--- config.mk ---
export PLATFORM = sky130hd
export DESIGN_NAME = enable_seq_flat
export DESIGN_NICKNAME = d
export VERILOG_FILES = /design/src/rtl/enable_seq_pkg.sv /design/src/rtl/enable_seq_if.sv /design/src/rtl/enable_seq_cmd_fifo.sv /design/src/rtl/enable_seq.sv /design/src/flat_wrapper.sv
export SDC_FILE = /design/constraint.sdc
export NUM_CORES = 1
export LEC_CHECK = 0
export BUFFER_PORTS_ARGS = -buffer_cell sky130_fd_sc_hd__clkbuf_2
export CAP_MARGIN = 20
export CORE_UTILIZATION = 40
export DETAILED_ROUTE_END_ITERATION = 16
export GPL_TIMING_DRIVEN = 0
export PLACE_DENSITY = 0.63
export SLEW_MARGIN = 0
export SYNTH_ARGS = -nofsm -noshare
export SYNTH_HDL_FRONTEND = slang
export SYNTH_SLANG_ARGS = --single-unit
--- constraint.sdc ---
create_clock -name clk -period 3.85 [get_ports clk]
set_clock_uncertainty 0.15 [all_clocks]
set_input_delay 0.77 -clock clk [delete_from_list [all_inputs] [get_ports clk]]
set_output_delay 0.77 -clock clk [all_outputs]
set_load 0.02 [all_outputs]
--- src/rtl/enable_seq_pkg.sv ---
// Shared types for the enable-pattern sequencer: FSM states and the queued
// command record.
package enable_seq_pkg;

  // Duration field width carried by every queued command.
  localparam int SEQ_CNT_W = 16;

  typedef enum logic [1:0] {
    IDLE = 2'd0,
    RUN  = 2'd1,
    DONE = 2'd2
  } seq_state_t;

  typedef struct packed {
    logic                 level;
    logic [SEQ_CNT_W-1:0] cycles;
  } seq_cmd_t;

endpackage

--- src/rtl/enable_seq_if.sv ---
// Command port of the enable sequencer: valid/ready handshake carrying one
// {level, cycles} command per accepted beat.
interface enable_seq_if
  import enable_seq_pkg::*;
#(
  parameter int CNT_W = SEQ_CNT_W
) ();

  logic             cmd_valid;
  logic             cmd_ready;
  logic             cmd_level;
  logic [CNT_W-1:0] cmd_cycles;

  modport master (
    output cmd_valid,
    output cmd_level,
    output cmd_cycles,
    input  cmd_ready
  );

  modport slave (
    input  cmd_valid,
    input  cmd_level,
    input  cmd_cycles,
    output cmd_ready
  );

endinterface

--- src/rtl/enable_seq_cmd_fifo.sv ---
// Small command FIFO: power-of-two depth, head data visible with no read
// latency, flush has priority over push and pop.
module cmd_fifo #(
  parameter int DEPTH = 4,
  parameter int W     = 17
) (
  input  logic                       clk,
  input  logic                       rstn,
  input  logic                       push,
  input  logic [W-1:0]               push_data,
  input  logic                       pop,
  input  logic                       flush,
  output logic [W-1:0]               head_data,
  output logic [$clog2(DEPTH+1)-1:0] count,
  output logic                       full,
  output logic                       empty
);

  localparam int PW = $clog2(DEPTH);
  localparam int CW = $clog2(DEPTH+1);
  localparam logic [PW-1:0] PTR_ONE = PW'(1'b1);
  localparam logic [CW-1:0] CNT_ONE = CW'(1'b1);
  localparam logic [CW-1:0] CNT_MAX = CW'(DEPTH);

  logic [W-1:0]  mem_r [DEPTH];
  logic [PW-1:0] wr_ptr_r;
  logic [PW-1:0] rd_ptr_r;
  logic [CW-1:0] count_r;
  logic          do_push_s;
  logic          do_pop_s;

  // Guard the pointers against overflow/underflow even if the caller misbehaves.
  assign do_push_s = push && !full && !flush;
  assign do_pop_s  = pop && !empty && !flush;

  assign full      = (count_r == CNT_MAX);
  assign empty     = (count_r == {CW{1'b0}});
  assign count     = count_r;
  assign head_data = mem_r[rd_ptr_r];

  // Storage array: written at the tail on an accepted push.
  always_ff @(posedge clk or negedge rstn) begin
    if (!rstn) begin
      for (int i = 0; i < DEPTH; i++) begin
        mem_r[i] <= {W{1'b0}};
      end
    end else if (do_push_s) begin
      mem_r[wr_ptr_r] <= push_data;
    end
  end

  // Pointers and occupancy; pointers wrap naturally at the power-of-two depth.
  always_ff @(posedge clk or negedge rstn) begin
    if (!rstn) begin
      wr_ptr_r <= {PW{1'b0}};
      rd_ptr_r <= {PW{1'b0}};
      count_r  <= {CW{1'b0}};
    end else if (flush) begin
      wr_ptr_r <= {PW{1'b0}};
      rd_ptr_r <= {PW{1'b0}};
      count_r  <= {CW{1'b0}};
    end else begin
      if (do_push_s) begin
        wr_ptr_r <= wr_ptr_r + PTR_ONE;
      end
      if (do_pop_s) begin
        rd_ptr_r <= rd_ptr_r + PTR_ONE;
      end
      case ({do_push_s, do_pop_s})
        2'b10:   count_r <= count_r + CNT_ONE;
        2'b01:   count_r <= count_r - CNT_ONE;
        default: count_r <= count_r;
      endcase
    end
  end

endmodule

--- src/rtl/enable_seq.sv ---
// Enable-pattern sequencer: plays queued {level, cycles} commands onto the
// bus enable, back to back, and pulses done once the queue runs dry.
module enable_seq
  import enable_seq_pkg::*;
#(
  parameter int DEPTH = 4,
  // Must equal SEQ_CNT_W: the queued command record is sized by the package.
  parameter int CNT_W = SEQ_CNT_W
) (
  input  logic                       clk,
  input  logic                       rstn,
  enable_seq_if.slave                cmd,
  input  logic                       start,
  input  logic                       abort,
  output logic                       enable,
  output logic                       busy,
  output logic                       done,
  output logic [$clog2(DEPTH+1)-1:0] fifo_count
);

  localparam int CW = $clog2(DEPTH+1);
  localparam logic [CNT_W-1:0] CNT_ONE  = CNT_W'(1'b1);
  localparam logic [CNT_W-1:0] CNT_ZERO = {CNT_W{1'b0}};

  seq_state_t     state_r, state_s;
  logic [CNT_W-1:0] cnt_r, cnt_s;
  logic           enable_r, enable_s;
  logic           busy_r, busy_s;
  logic           done_r, done_s;
  logic           push_s, pop_s;
  logic           full_s, empty_s;
  seq_cmd_t       push_cmd_s, head_cmd_s;
  logic [CW-1:0]  count_s;

  // A zero duration still drives the level for one cycle.
  function automatic logic [CNT_W-1:0] load_len(input logic [CNT_W-1:0] c);
    return (c == CNT_ZERO) ? CNT_ONE : c;
  endfunction

  assign cmd.cmd_ready = !full_s && !abort;
  assign push_s        = cmd.cmd_valid && cmd.cmd_ready;
  assign push_cmd_s    = '{level: cmd.cmd_level, cycles: cmd.cmd_cycles};

  cmd_fifo #(
    .DEPTH (DEPTH),
    .W     ($bits(seq_cmd_t))
  ) u_fifo (
    .clk       (clk),
    .rstn      (rstn),
    .push      (push_s),
    .push_data (push_cmd_s),
    .pop       (pop_s),
    .flush     (abort),
    .head_data (head_cmd_s),
    .count     (count_s),
    .full      (full_s),
    .empty     (empty_s)
  );

  // Next state, next duration count and next output values.
  always_comb begin
    state_s  = state_r;
    cnt_s    = cnt_r;
    enable_s = enable_r;
    busy_s   = busy_r;
    done_s   = 1'b0;
    pop_s    = 1'b0;
    if (abort) begin
      state_s  = IDLE;
      cnt_s    = CNT_ZERO;
      enable_s = 1'b0;
      busy_s   = 1'b0;
    end else begin
      case (state_r)
        IDLE: begin
          enable_s = 1'b0;
          busy_s   = 1'b0;
          if (start && !empty_s) begin
            pop_s    = 1'b1;
            state_s  = RUN;
            enable_s = head_cmd_s.level;
            busy_s   = 1'b1;
            cnt_s    = load_len(head_cmd_s.cycles);
          end else begin
            state_s = IDLE;
          end
        end
        RUN: begin
          if (cnt_r == CNT_ONE) begin
            if (!empty_s) begin
              // Chain straight into the next command with no gap cycle.
              pop_s    = 1'b1;
              enable_s = head_cmd_s.level;
              cnt_s    = load_len(head_cmd_s.cycles);
            end else begin
              state_s  = DONE;
              enable_s = 1'b0;
              busy_s   = 1'b0;
              done_s   = 1'b1;
              cnt_s    = CNT_ZERO;
            end
          end else begin
            cnt_s = cnt_r - CNT_ONE;
          end
        end
        DONE: begin
          state_s  = IDLE;
          enable_s = 1'b0;
          busy_s   = 1'b0;
        end
        default: begin
          state_s  = IDLE;
          cnt_s    = CNT_ZERO;
          enable_s = 1'b0;
          busy_s   = 1'b0;
        end
      endcase
    end
  end

  // State, counter and registered outputs; reset clears enable immediately.
  always_ff @(posedge clk or negedge rstn) begin
    if (!rstn) begin
      state_r  <= IDLE;
      cnt_r    <= CNT_ZERO;
      enable_r <= 1'b0;
      busy_r   <= 1'b0;
      done_r   <= 1'b0;
    end else begin
      state_r  <= state_s;
      cnt_r    <= cnt_s;
      enable_r <= enable_s;
      busy_r   <= busy_s;
      done_r   <= done_s;
    end
  end

  assign enable     = enable_r;
  assign busy       = busy_r;
  assign done       = done_r;
  assign fifo_count = count_s;

endmodule

--- src/flat_wrapper.sv ---
// flat-port wrapper written by rule: the top's interface ports become plain ports
module enable_seq_flat import enable_seq_pkg::*;
#(
  parameter int DEPTH = 4,
                                                                             
  parameter int CNT_W = SEQ_CNT_W
)
  (clk, rstn, start, abort, enable, busy, done, fifo_count, cmd_cmd_valid, cmd_cmd_level, cmd_cmd_cycles, cmd_cmd_ready);
  enable_seq_if #(.CNT_W(CNT_W)) cmd_i ();
  input  logic clk;
  input  logic rstn;
  input  logic start;
  input  logic abort;
  output logic enable;
  output logic busy;
  output logic done;
  output logic [$clog2(DEPTH+1)-1:0] fifo_count;
  input wire logic [$bits(cmd_i.cmd_valid)-1:0] cmd_cmd_valid;
  input wire logic [$bits(cmd_i.cmd_level)-1:0] cmd_cmd_level;
  input wire logic [$bits(cmd_i.cmd_cycles)-1:0] cmd_cmd_cycles;
  output wire logic [$bits(cmd_i.cmd_ready)-1:0] cmd_cmd_ready;
  assign cmd_i.cmd_valid = cmd_cmd_valid;
  assign cmd_i.cmd_level = cmd_cmd_level;
  assign cmd_i.cmd_cycles = cmd_cmd_cycles;
  assign cmd_cmd_ready = cmd_i.cmd_ready;
  enable_seq #(.DEPTH(DEPTH), .CNT_W(CNT_W)) u_core (.clk(clk), .rstn(rstn), .cmd(cmd_i), .start(start), .abort(abort), .enable(enable), .busy(busy), .done(done), .fifo_count(fifo_count));
endmodule
==> flow_summary_export.csv <==
group,metric,value,unit
power,intPower,0.00228,W
setup_path,crit_path_max_fanout,6,
power,seqPwrFrac,46.2,%
logic_synthesis,ys_seq_area_share,50.4,%
route,wl_per_cell,18.1,um
sta,clock.fmax,330,MHz
global_route,grt_overflow,0,
route,drc,0,
logic_synthesis,synth_top_family_by_area,"multiplexers",
setup_path,crit_slowest_cell,"or4b_1",
job,maxCapViolations,0,
die,ios,29,
route,wirelength,10.0,mm
die,num_rows,39,
setup_path,worstPathArrival,3.07,ns
setup_path,critPathMaxStageDelay,0.51,ns
logic_synthesis,synthArstFlopShare,100,%
logic_synthesis,syn_inst,366,
power,ir_worst_vdd,320,uV
clock_network,cts_buffer_depth,2,
die,die-height,111,um
sta,post-route-period-util,78.6,%
sta,period_needed,3.03,ns
sta,rsz0062_at_grt,"no",
sta,finalSetupTns,0,ns
logic_synthesis,syn_nets,395,
clock_network,insertion_delay,0.34,ns
route,drtPass1Iterations,5,
place,portBuffers,27,
global_route,grt_pass1_vias,3251,
logic_synthesis,synth_warnings,0,
final_layout,layout.nets,434,
logic_synthesis,synth-seq-cells,95,
final_layout,fin_cells,552,
logic_synthesis,avgSynthCellArea,12.9,sq um
global_route,antenna_found_initial,0,
final_layout,antenna_cells,0,
setup_path,crit_family,"simple AND/OR/NAND/NOR gates",
clock_network,post-cts-setup-buffer-count,0,
die,start_util,41.1,%
run_status,status,"complete, no violations",
sta,slew_violations,0,
power,leakagePower,2.33,nW
logic_synthesis,synthXorXnorAreaFrac,0.557,%
route,ant_nets,0,
setup_path,startpoint_type,"register",
route,viasPerCell,5.61,
clock_network,cts_tree,"yes",
logic_synthesis,synth.cell_area,4710,sq um
min_path,hold_path_class,"reg2reg",
global_route,grt_pass1_wl,17.0,mm
place,dp.cells,537,
final_layout,area_growth,12.9,%
clock_network,htree_levels,3,
global_route,grt_max_degree,50,
sta,hold_viol_final,0,
sta,whs,0.352,ns
place,place.gp.congestion,0.809,
final_layout,drive_gt1_share,36.2,%
power,switching_share,31.0,%
die,core_area,11500,sq um
power,p_per_area,620,nW/um^2
logic_synthesis,synth_edf_count,0,
place,dpl.hpwl,6.93,mm
power,p_comb_share,29.1,%
clock_network,cts_root_buffer,"clkbuf_16",
die,dieWidth,111,um
logic_synthesis,yosys_most_used_dff,"dfrtp_1",
clock_network,numClockSinks,95,
die,design.die.area,12200,sq um
setup_path,required,3.90,ns
route,via_count,3099,
sta,report.final.setup_viol,0,
setup_path,end_kind,"register",
logic_synthesis,synthSimpleGateAreaFrac,11.7,%
logic_synthesis,synth_fa_ha_area_share,2.02,%
clock_network,cts.repair.resized,0,
clock_network,ctsHoldBuffers,0,
sta,tightest_slew,0.872,ns
setup_path,crit_buf_inv,1,
logic_synthesis,yosysUniqueCellTypes,50,
sta,slew_headroom,41.4,%
clock_network,cts_buffers,9,
logic_synthesis,muxShareOfSynthArea,24.6,%
setup_path,worstPathCellList,"inv_1 -> ha_1 -> or4b_1 -> nor4_4 -> a21oi_1 -> nor2_1 -> fa_1 -> a221oi_1 -> a211oi_1",
route,drt_iter0_markers,170,
setup_path,path_class,"reg2reg",
global_route,grtUsageTotal,17.8,%
power,p_sw,0.00102,W
clock_network,path_clk_slew,0.07,ns
power,clock_power_share,24.7,%
logic_synthesis,synth_compound_area_share,8.18,%
## path summary, 6_finish.rpt
check / from / endpoint / slack [ns] / depth (start not counted)
worst max-delay path: u_core.cnt_r[1] / u_core.u_fifo.count[1] / 0.82 / 9
worst min-delay path: u_core.u_fifo.mem_r[25] / u_core.u_fifo.mem_r[25] / 0.35 / 1
worst max register to register: u_core.cnt_r[1] / u_core.u_fifo.count[1] / 0.82 / 9
worst min register to register: u_core.u_fifo.mem_r[25] / u_core.u_fifo.mem_r[25] / 0.35 / 1
max in group asynchronous: rstn / u_core.cnt_r[12] / 2.53 / 2
min in group asynchronous: rstn / u_core.u_fifo.mem_r[41] / 0.36 / 1
## cell usage after synthesis (6+ instances only)
cell type  number  area share [%]
dfrtp_1        95              50
mux2_2         68              16
nand2_1        20             1.6
mux4_2         17             8.1
o21ai_0        15             1.6
a21oi_1        12             1.3
nor2_1         12            0.96
nor3_1         10             1.1
clkbuf_1        8            0.64
nor4_1          8             1.1
a211oi_1        6            0.96
buf_2           6            0.64
ha_1            6             1.6
o211a_1         6             1.3
## state kept, by name, indices dropped and copies added (netlist names)
register                cells
u_core.u_fifo.mem_r        68
u_core.cnt_r               16
u_core.u_fifo.count         3
u_core.state_r              2
u_core.u_fifo.rd_ptr_r      2
u_core.u_fifo.wr_ptr_r      2
u_core.done                 1
u_core.enable               1
## power groups by stage
stage / clock [W] / combinational, W / sequential [W]
floorplan: 0 / 0.000745 / 0.00148
global placement: 0 / 0.000929 / 0.00152
detailed placement: 0 / 0.000957 / 0.00154
CTS: 0.000832 / 0.000962 / 0.00152
global route: 0.000873 / 0.00105 / 0.00157
finish: 0.000813 / 0.000960 / 0.00153
## layer usage
metal  global-route usage (%)  wire length (um)
met1                     24.0              4730
met2                     28.5              4830
met3                     3.35               308
met4                     6.84               140
met5                        0                 0
## through the flow
step                      util (%)  power, W  setup slack (ns)  area [sq um]
after floorplan                  -   0.00223             0.843          4710
final                         46.4   0.00330             0.823          5320
after global placement        43.8   0.00245             0.610          5030
after global routing          46.4   0.00350             0.630          5320
after CTS                     46.4   0.00332             0.803          5320
after detailed placement      44.1   0.00250             0.542          5060
## final cells by class
class	instances	area, sq um
Clock inverter	5	25.0
Clock buffer	10	239
Timing Repair Buffer	28	165
Tap cell	143	179
Fill cell	1018	6150
Inverter	5	18.8
Multi-Input combinational cell	247	2220
Buffer	19	101
Sequential cell	95	2380
## cells in the final DEF, fill, tap and decap left out, types with 6 or more instances in the layout
master,count
dfrtp_1,95
o211a_1,6
nor3_1,10
a21oi_1,12
clkbuf_1,8
nor2_1,12
o21ai_0,15
nand2_1,20
a211oi_1,6
clkbuf_2,26
mux2_2,68
mux4_2,17
buf_2,6
ha_1,6
nor4_1,8
clkbuf_16,9
## logic make-up after synthesis
group	Yosys count
DFF	95
muxes	86
xor gates and xnor gates	3
AOI/OAI and AO/OA	57
adders and majority gates	7
buffers and inverters	24
and+or+nand+nor	94
(Power assumes the default switching activity.)
